<file path="src/rtl/quadrature_pkg.sv">
// Shared types and constants for the quadrature step decoder.
package quadrature_pkg;

  typedef logic [1:0] phase_t;

  // Gray-code positions of the {A,B} pair, in up-count order.
  localparam phase_t PHASE_00 = 2'b00;
  localparam phase_t PHASE_01 = 2'b01;
  localparam phase_t PHASE_11 = 2'b11;
  localparam phase_t PHASE_10 = 2'b10;

  localparam logic DIR_UP   = 1'b1;
  localparam logic DIR_DOWN = 1'b0;

  typedef enum logic {
    StFill,
    StTrack
  } state_e;

  // Phase that follows p when moving one step in the up direction.
  function automatic phase_t phase_step_up(input phase_t p);
    phase_t nxt;
    unique case (p)
      PHASE_00: nxt = PHASE_01;
      PHASE_01: nxt = PHASE_11;
      PHASE_11: nxt = PHASE_10;
      default:  nxt = PHASE_00;
    endcase
    return nxt;
  endfunction

endpackage

</file>
<file path="src/rtl/quadrature_input_filter.sv">
// One quadrature channel: synchronizer chain followed by a stability filter.
module quadrature_input_filter #(
  parameter int unsigned SYNC_DEPTH    = 2,
  parameter int unsigned FILTER_CYCLES = 4
) (
  input  logic clock,
  input  logic reset_n,
  input  logic raw_i,
  input  logic track_i,
  input  logic load_i,
  output logic filtered_o,
  output logic filtered_next_o
);

  localparam int unsigned CntW = $clog2(FILTER_CYCLES + 1);
  localparam logic [CntW-1:0] LastCnt = CntW'(FILTER_CYCLES - 1);

  logic [SYNC_DEPTH-1:0] sync_q;
  logic                  sync_out;
  logic [CntW-1:0]       cnt_q, cnt_d;
  logic                  filt_q, filt_d;

  assign sync_out = sync_q[SYNC_DEPTH-1];

  // Synchronizer shift chain; bit 0 faces the pin.
  always_ff @(posedge clock or negedge reset_n) begin
    if (!reset_n) begin
      sync_q <= '0;
    end else begin
      sync_q <= {sync_q[SYNC_DEPTH-2:0], raw_i};
    end
  end

  // Stability counter and filtered value next state.
  always_comb begin
    cnt_d  = cnt_q;
    filt_d = filt_q;
    if (load_i) begin
      // Take the value the last sync stage captures on this same edge, so the
      // load sees the pin level rather than the reset value still in the chain.
      filt_d = sync_q[SYNC_DEPTH-2];
      cnt_d  = '0;
    end else if (!track_i) begin
      cnt_d = '0;
    end else if (sync_out != filt_q) begin
      if (cnt_q == LastCnt) begin
        filt_d = ~filt_q;
        cnt_d  = '0;
      end else begin
        cnt_d = cnt_q + 1'b1;
      end
    end else begin
      cnt_d = '0;
    end
  end

  // Filter state registers.
  always_ff @(posedge clock or negedge reset_n) begin
    if (!reset_n) begin
      cnt_q  <= '0;
      filt_q <= 1'b0;
    end else begin
      cnt_q  <= cnt_d;
      filt_q <= filt_d;
    end
  end

  assign filtered_o      = filt_q;
  assign filtered_next_o = filt_d;

endmodule

</file>
<file path="src/rtl/quadrature_step_decoder.sv">
// Quadrature A/B decoder producing single-cycle step pulses and a direction level.
module quadrature_step_decoder
  import quadrature_pkg::*;
#(
  parameter int unsigned SYNC_DEPTH        = 2,
  parameter int unsigned FILTER_CYCLES     = 4,
  parameter int unsigned ERROR_COUNT_WIDTH = 8
) (
  input  logic                         clock,
  input  logic                         reset_n,
  input  logic                         phase_a,
  input  logic                         phase_b,
  input  logic                         enable,
  input  logic                         clear_error,
  output logic                         run,
  output logic                         up_down,
  output logic                         error,
  output logic [ERROR_COUNT_WIDTH-1:0] error_count,
  output logic [1:0]                   phase_state
);

  localparam int unsigned FillW = $clog2(SYNC_DEPTH);
  localparam logic [FillW-1:0] LastFill = FillW'(SYNC_DEPTH - 1);

  state_e                       state_q, state_d;
  logic [FillW-1:0]             fill_cnt_q, fill_cnt_d;
  logic                         load_direct, track;
  phase_t                       filt_ab, filt_next, prev_q, prev_d, changed;
  logic                         step_legal, step_illegal;
  logic                         run_q, run_d, up_down_q, up_down_d, error_q, error_d;
  logic [ERROR_COUNT_WIDTH-1:0] err_cnt_q, err_cnt_d;

  quadrature_input_filter #(
    .SYNC_DEPTH    (SYNC_DEPTH),
    .FILTER_CYCLES (FILTER_CYCLES)
  ) u_filter_a (
    .clock           (clock),
    .reset_n         (reset_n),
    .raw_i           (phase_a),
    .track_i         (track),
    .load_i          (load_direct),
    .filtered_o      (filt_ab[1]),
    .filtered_next_o (filt_next[1])
  );

  quadrature_input_filter #(
    .SYNC_DEPTH    (SYNC_DEPTH),
    .FILTER_CYCLES (FILTER_CYCLES)
  ) u_filter_b (
    .clock           (clock),
    .reset_n         (reset_n),
    .raw_i           (phase_b),
    .track_i         (track),
    .load_i          (load_direct),
    .filtered_o      (filt_ab[0]),
    .filtered_next_o (filt_next[0])
  );

  // FSM next state: wait for the synchronizers to fill, then track.
  always_comb begin
    state_d     = state_q;
    fill_cnt_d  = fill_cnt_q;
    load_direct = 1'b0;
    track       = 1'b0;
    unique case (state_q)
      StFill: begin
        if (fill_cnt_q == LastFill) begin
          load_direct = 1'b1;
          fill_cnt_d  = '0;
          state_d     = StTrack;
        end else begin
          fill_cnt_d = fill_cnt_q + 1'b1;
        end
      end
      StTrack: track = 1'b1;
      default: state_d = StFill;
    endcase
  end

  // Step decode from the previous vs. current filtered phase, plus error tally.
  always_comb begin
    changed      = prev_q ^ filt_ab;
    step_legal   = track && (changed == 2'b01 || changed == 2'b10);
    step_illegal = track && (changed == 2'b11);
    // The direct load makes prev match filtered, so leaving FILL is not a step.
    prev_d       = load_direct ? filt_next : filt_ab;
    run_d        = step_legal && enable;
    up_down_d    = up_down_q;
    error_d      = error_q;
    err_cnt_d    = err_cnt_q;
    if (run_d) begin
      up_down_d = (filt_ab == phase_step_up(prev_q)) ? DIR_UP : DIR_DOWN;
    end
    if (step_illegal && enable) begin
      error_d = 1'b1;
      // A same-cycle clear still wipes history; the new event counts as one.
      if (clear_error) begin
        err_cnt_d = ERROR_COUNT_WIDTH'(1);
      end else if (err_cnt_q != '1) begin
        err_cnt_d = err_cnt_q + 1'b1;
      end
    end else if (clear_error) begin
      error_d   = 1'b0;
      err_cnt_d = '0;
    end
  end

  // State and output registers.
  always_ff @(posedge clock or negedge reset_n) begin
    if (!reset_n) begin
      state_q    <= StFill;
      fill_cnt_q <= '0;
      prev_q     <= PHASE_00;
      run_q      <= 1'b0;
      up_down_q  <= DIR_UP;
      error_q    <= 1'b0;
      err_cnt_q  <= '0;
    end else begin
      state_q    <= state_d;
      fill_cnt_q <= fill_cnt_d;
      prev_q     <= prev_d;
      run_q      <= run_d;
      up_down_q  <= up_down_d;
      error_q    <= error_d;
      err_cnt_q  <= err_cnt_d;
    end
  end

  assign run         = run_q;
  assign up_down     = up_down_q;
  assign error       = error_q;
  assign error_count = err_cnt_q;
  assign phase_state = filt_ab;

endmodule
</file>
<file path="config.mk">
export PLATFORM = sky130hd
export DESIGN_NAME = quadrature_step_decoder
export DESIGN_NICKNAME = d
export VERILOG_FILES = /design/src/rtl/quadrature_pkg.sv /design/src/rtl/quadrature_input_filter.sv /design/src/rtl/quadrature_step_decoder.sv
export SDC_FILE = /design/constraint.sdc
export NUM_CORES = 1
export LEC_CHECK = 0
export BUFFER_PORTS_ARGS = -buffer_cell sky130_fd_sc_hd__buf_2
export CORE_MARGIN = 2
export CORE_UTILIZATION = 50
export CTS_BUF_LIST = sky130_fd_sc_hd__clkbuf_8
export DETAILED_ROUTE_END_ITERATION = 16
export HOLD_SLACK_MARGIN = 0.15
export PLACE_DENSITY = 0.72
export SLEW_MARGIN = 20
export SYNTH_ARGS = -nofsm -noshare
export SYNTH_HDL_FRONTEND = slang
export SYNTH_SLANG_ARGS = --single-unit
</file>
<file path="constraint.sdc">
create_clock -name clock -period 6.38 [get_ports clock]
set_clock_uncertainty 0.15 [all_clocks]
set_input_delay 0.319 -clock clock [delete_from_list [all_inputs] [get_ports clock]]
set_output_delay 0.319 -clock clock [all_outputs]
set_load 0.1 [all_outputs]
</file>
### Yosys cells after proc, flatten, opt, wreduce, memory -nomap -nowiden

Cells that the tools add are included.

| word-level totals | value |
|---|---|
| input bits | 6 |
| bits in registers | 27 |
| output and inout bits | 13 |
| logic and storage cells | 71 |

| cells by class | value |
|---|---|
| add/sub/neg operators | 4 |
| muxes and demuxes | 31 |
| bitwise logic cells | 3 |
| reduce and logical (&&, ||, !) cells | 9 |
| equality and inequality tests | 11 |

Operators by type and width:

| cell | count |
|---|---|
| $mux 8 | 4 |
| $mux 3 | 8 |
| $mux 1 | 16 |
| $add 8x1->8 const B | 1 |
| $ne 8x8->1 const B | 1 |
| $add 3x1->3 const B | 2 |
| $eq 2x2->1 const B | 3 |
| $eq 3x2->1 const B | 2 |
| $pmux 2 s3 | 1 |
| $eq 2x1->1 const B | 2 |
| $logic_and 1x1->1 | 4 |
| $mux 2 | 2 |
| $reduce_bool 2->1 | 2 |
| $eq 2x2->1 | 1 |
| $logic_not 2->1 | 1 |
| $ne 1x1->1 | 2 |
| $not 1->1 | 2 |
| $reduce_and 2->1 | 1 |
| $xor 2x2->2 | 1 |
| $add 1x1->1 const B | 1 |
| $logic_or 1x1->1 | 1 |

### Logic depth before layout (Yosys ltp)

| logic depth | value |
|---|---|
| depth in word-level cells | 8 |
| mapped depth | 6 |
| mapped depth without buffers | 5 |

### Cells and area by module

Synthesis repeated with hierarchy kept, for this count alone.

| unflattened totals | value |
|---|---|
| cell total of the unflattened synthesis | 106 |
| area total of the unflattened synthesis | 1267.5 um^2 |

Modules (own cells, without submodules):

| module | sequential area each (um^2) | cells each | area each (um^2) | times used |
|---|---|---|---|---|
| quadrature_step_decoder | 376.6 | 74 | 789.5 | 1 |
| quadrature_input_filter | 150.1 | 16 | 239.0 | 2 |

### Least setup slack after synthesis

OpenSTA, ideal clock, no wires.

| timing | value |
|---|---|
| path kind | register to register |
| from | register err_cnt_q[0], in the netlist error_count[0] |
| to | register err_cnt_q[5], in the netlist error_count[5] |
| required time | 6.102 ns |
| cell stages (with the launch flop) | 6 |
| data arrival time | 2.120 ns |
| path slack | 3.982 ns |
| period minus slack after synthesis | 2.398 ns |
| setup time | 0.128 ns |
| buffers on the path | 1 |
| cells stage by stage | dfrtp_1 -> ha_1 -> and3_1 -> buf_2 -> a2111oi_4 -> mux2_1 |

| on the way | value |
|---|---|
| word-level cells in the longest chain between the ends | 4 |
| elaborated cells on any way between the ends | 7 |
| those cells by class | add/sub (1); eq/ne (1); mux (3); reduce/logical (2) |

Ends and longest elaborated chain:

| item | RTL line | text |
|---|---|---|
| from (decl) | quadrature_step_decoder.sv:31 | `logic [ERROR_COUNT_WIDTH-1:0] err_cnt_q, err_cnt_d;` |
| from (signal assigned) | quadrature_step_decoder.sv:125 | `err_cnt_q <= err_cnt_d;` |
| $add 8x1->8 | quadrature_step_decoder.sv:100 | `err_cnt_d = err_cnt_q + 1'b1;` |
| $mux 8 | quadrature_step_decoder.sv:99 | `end else if (err_cnt_q != '1) begin` |
| $mux 8 | quadrature_step_decoder.sv:97 | `if (clear_error) begin` |
| $mux 8 | quadrature_step_decoder.sv:94 | `if (step_illegal && enable) begin` |

Parallel ways exist; a longest one is shown, timed or not. The select of a mux whose other input is x is not followed.
A chain may end at the register's enable or synchronous reset.

### Worst setup path in the final report

| timing | value |
|---|---|
| from | register u_filter_b.filt_q, in the netlist u_filter_b.filtered_o |
| to | register err_cnt_q[3], in the netlist error_count[3] |

| on the way | value |
|---|---|
| word-level cells in the longest chain between the ends | 6 |
| elaborated cells on any way between the ends | 7 |
| those cells by class | eq/ne (1); mux (1); bitwise (1); reduce/logical (4) |

Ends and longest elaborated chain:

| item | RTL line | text |
|---|---|---|
| from (decl) | quadrature_input_filter.sv:21 | `logic filt_q, filt_d;` |
| from (signal assigned) | quadrature_input_filter.sv:64 | `filt_q <= filt_d;` |
| $xor 2x2->2 (*) | quadrature_step_decoder.sv:82 | `changed = prev_q ^ filt_ab;` |
| $eq 2x2->1 (*) | quadrature_step_decoder.sv:84 | `step_illegal = track && (changed == 2'b11);` |
| $logic_and 1x1->1 (*) | quadrature_step_decoder.sv:84 |  |
| $logic_and 1x1->1 (*) | quadrature_step_decoder.sv:94 |  |
| $reduce_bool 2->1 (no line) | - |  |
| $reduce_and 2->1 (no line) | - |  |

Mark *: on every way between the ends. The rest lies on a longest branch, timed or not.

==> flow_metrics.env <==
export IMPL_largest_family_of_logic_cells_by_synthesized_area="simple AND/OR/NAND/NOR gates"
export IMPL_nNetsFinal=143
export IMPL_clockBufferDepth=2
export IMPL_synth_area_um2=1289
export IMPL_fin_tns_setup_ns=0
export IMPL_starting_density_of_the_core=0.5250
export IMPL_synth_yosys_seq_area_share=0.5252
export IMPL_crit_path_start_kind="flop"
export IMPL_grt_setup_unrepaired="no"
export IMPL_worst_r2r_cell_count=5
export IMPL_yosysTopAreaCell="dfrtp_1"
export IMPL_run_status="finished, final reports clean"
export IMPL_design_die_area_um2=3000
export IMPL_cts_buffers_inserted=3
export IMPL_post_synth_fa_ha_maj_area_fraction=0.03883
export IMPL_crit_start="u_filter_b.filtered_o"
export IMPL_clk_pin_slew_ns=0.10
export IMPL_io_buffers=18
export IMPL_timing_rr_start="u_filter_b.filtered_o"
export IMPL_min_delay_path_class="in -> reg"
export IMPL_place_hpwl_um=1470
export IMPL_final_period_utilization=0.3349
export IMPL_async_flop_share=1.000
export IMPL_critPathMaxFanout=8
export IMPL_required_ns=6.39
export IMPL_timing_critical_path_arrival_ns=2.15
export IMPL_synth_simple_gate_area_frac=0.1738
export IMPL_netlist_cell_type_count=35
export IMPL_ioPinCount=19
export IMPL_global_route_usage_total=0.1616
export IMPL_endpoint="error_count[3]"
export IMPL_static_leakage_power_uw=0.0006819
export IMPL_power_density_nw_per_um2=425.6
export IMPL_power_uw=618.8
export IMPL_remaining_drc_errors=0
export IMPL_route_antenna_remaining_nets=0
export IMPL_drv_cap=0
export IMPL_synth_avg_cell_area_um2=11.30
export IMPL_worst_setup_path_end_kind="flop"
export IMPL_syn_nets=124
export IMPL_yosys_register_bits=27
export IMPL_final_max_slew_viol_count=0
export IMPL_dr_first_iter_drc_count=12
export IMPL_grt_max_degree=28
export IMPL_place_detailed_instances=155
export IMPL_post_drt_via_cell_ratio=5.494
export IMPL_cts_htree_levels=1
export IMPL_synth_main_ff_cell="dfrtp_1"
export IMPL_synth_yosys_warnings=0
export IMPL_cts_root_buffer="clkbuf_8"
export IMPL_antenna_diode_count=0
export IMPL_grt_first_pass_wirelength_um=3394
export IMPL_yosys_mux_area_fraction=0.05922
export IMPL_antenna_found_initial=0
export IMPL_synthMostInstantiatedCell="dfrtp_1"
export IMPL_tritoncts="yes"
export IMPL_die_x_um=54.77
export IMPL_worst_setup_path_type="reg -> reg"
export IMPL_timing_final_crit_period_ns=2.137
export IMPL_gpl_final_weighted_congestion=0.8020
export IMPL_vdd_drop_max_uv=277.1
export IMPL_setup_viol=0
export IMPL_final_core_utilization=0.5923
export IMPL_clkSinkCount=27
export IMPL_insertion_delay_ns=0.28
export IMPL_synth_commonest_cells="dfrtp_1 (26), a21oi_1 (6), nand3_1 (6), nor2b_1 (6)"
export IMPL_r2r_setup_slack_ns=4.24
export IMPL_worstMarginPinSlew_ns=0.5710
export IMPL_slew_limit_headroom=0.6193
export IMPL_timing_hold_violations_final=0
export IMPL_final_instance_count_excl_fill=162
export IMPL_drtPass1Iterations=4
export IMPL_yosys_area_top_type_share=0.5049
export IMPL_share_of_the_synthesized_area_in_compound_gates_ao_oa_aoi_oai=0.1107
export IMPL_synth_xor_area_frac=0.04757
export IMPL_rows=18
export IMPL_fmax_mhz=468.0
export IMPL_postCtsResizedCells=0
export IMPL_die_h_um=54.77
export IMPL_fp_coreArea_um2=2455
export IMPL_reg_to_reg_end="error_count[3]"
export IMPL_area_growth_synth_to_final_pct=12.82
export IMPL_drive_above_1_share=0.2197
export IMPL_num_vias=890
export IMPL_routed_wire_length_per_instance_um=12.86
export IMPL_synthCells=114
export IMPL_routed_wirelength_um=2084
export IMPL_synth_top_cells_by_area="dfrtp_1 (50%), ha_1 (3.9%), mux2_2 (3.5%), xor2_1 (3.4%), nor2b_1 (2.9%)"
export IMPL_grt_pass1_vias=779
export IMPL_synth_enable_flop_cells=0
export IMPL_grt_overflow=0
-- routing by layer --
metal / routed length [µm] / track usage / vias up
li1: - / - / 440
met1: 995 / 0.2130 / 431
met2: 986 / 0.2540 / 15
met3: 68 / 0.03279 / 4
met4: 34 / 0.07500 / 0
met5: 0 / 0 / -
-- sequential cells by signal, indices dropped and copies added, names as in the netlist --
name / flops
error_count: 8
u_filter_a.cnt_q: 3
u_filter_b.cnt_q: 3
prev_q: 2
u_filter_a.sync_q: 2
u_filter_b.sync_q: 2
error: 1
fill_cnt_q: 1
run: 1
state_q: 1
u_filter_a.filtered_o: 1
u_filter_b.filtered_o: 1
up_down: 1
-- layout by cell type, fill, tap and decap left out, drive strengths merged, types with 2 or more instances in the layout --
cell          n
a211oi        4
a21oi         6
and3          4
buf          18
clkbuf        3
dfrtp        26
dlygate4sd3   3
ha            4
inv           5
mux2          5
mux2i         2
nand2         4
nand2b        4
nand3         6
nand4         2
nor2          5
nor2b         6
nor3          3
nor4          2
o21ai         2
xnor2         2
xor2          5
-- worst min path at each step --
stage                           to   startpoint  cells past startpoint
2_1_floorplan                error      reset_n                      0
3_3_place_gp   u_filter_b.cnt_q[2]      reset_n                      1
3_5_place_dp   u_filter_b.cnt_q[2]      reset_n                      1
4_1_cts             error_count[4]  clear_error                      2
5_1_grt             error_count[6]  clear_error                      2
6_report            error_count[6]  clear_error                      2
-- worst max-delay path, stage by stage (launching register included) --
cell and delay [ns]:
dfrtp_1 0.49, xor2_1 0.20, ha_1 0.20, nand3_1 0.26, a211oi_1 0.35, mux2_2 0.37
-- timing repair --
action	4_1_cts	5_1_grt
hold buffers	3	0
buffers inserted	0	0
endpoints found under the hold margin	28	0
-- report_power, final --
| part | switching (µW) | internal (µW) | leakage (µW) |
|---|---|---|---|
| Clock | 55.6 | 45.8 | 0.0000261 |
| Combinational | 202 | 76.3 | 0.000312 |
| Sequential | 31.0 | 209 | 0.000344 |
| Total | 288 | 331 | 0.000682 |
-- per-stage QoR --
step                      hold slack, ns  setup slack [ns]  area (µm²)
final                             0.2249             4.243        1454
after global routing              0.2389             4.082        1454
after CTS                         0.2153             4.246        1454
after detailed placement          0.2019             4.270        1374
after global placement            0.1935             4.322        1374
after floorplan                  -0.1266             3.982        1289
-- logic make-up after synthesis --
| family | Yosys count |
|---|---|
| simple gates | 40 |
| flops | 27 |
| xor+xnor | 7 |
| mux | 7 |
| buf+inv | 11 |
| compound gates | 18 |
| fa+ha+maj | 4 |
-- cell type report --
cell class,count,area [µm²]
Clock buffer,3,41.29
Clock inverter,1,8.758
Timing Repair Buffer,21,120.1
Fill cell,210,1001
Tap cell,30,37.54
Sequential cell,27,676.9
Inverter,4,15.01
Multi-Input combinational cell,76,554.3
No activity file was read; power rests on OpenSTA's default activity.
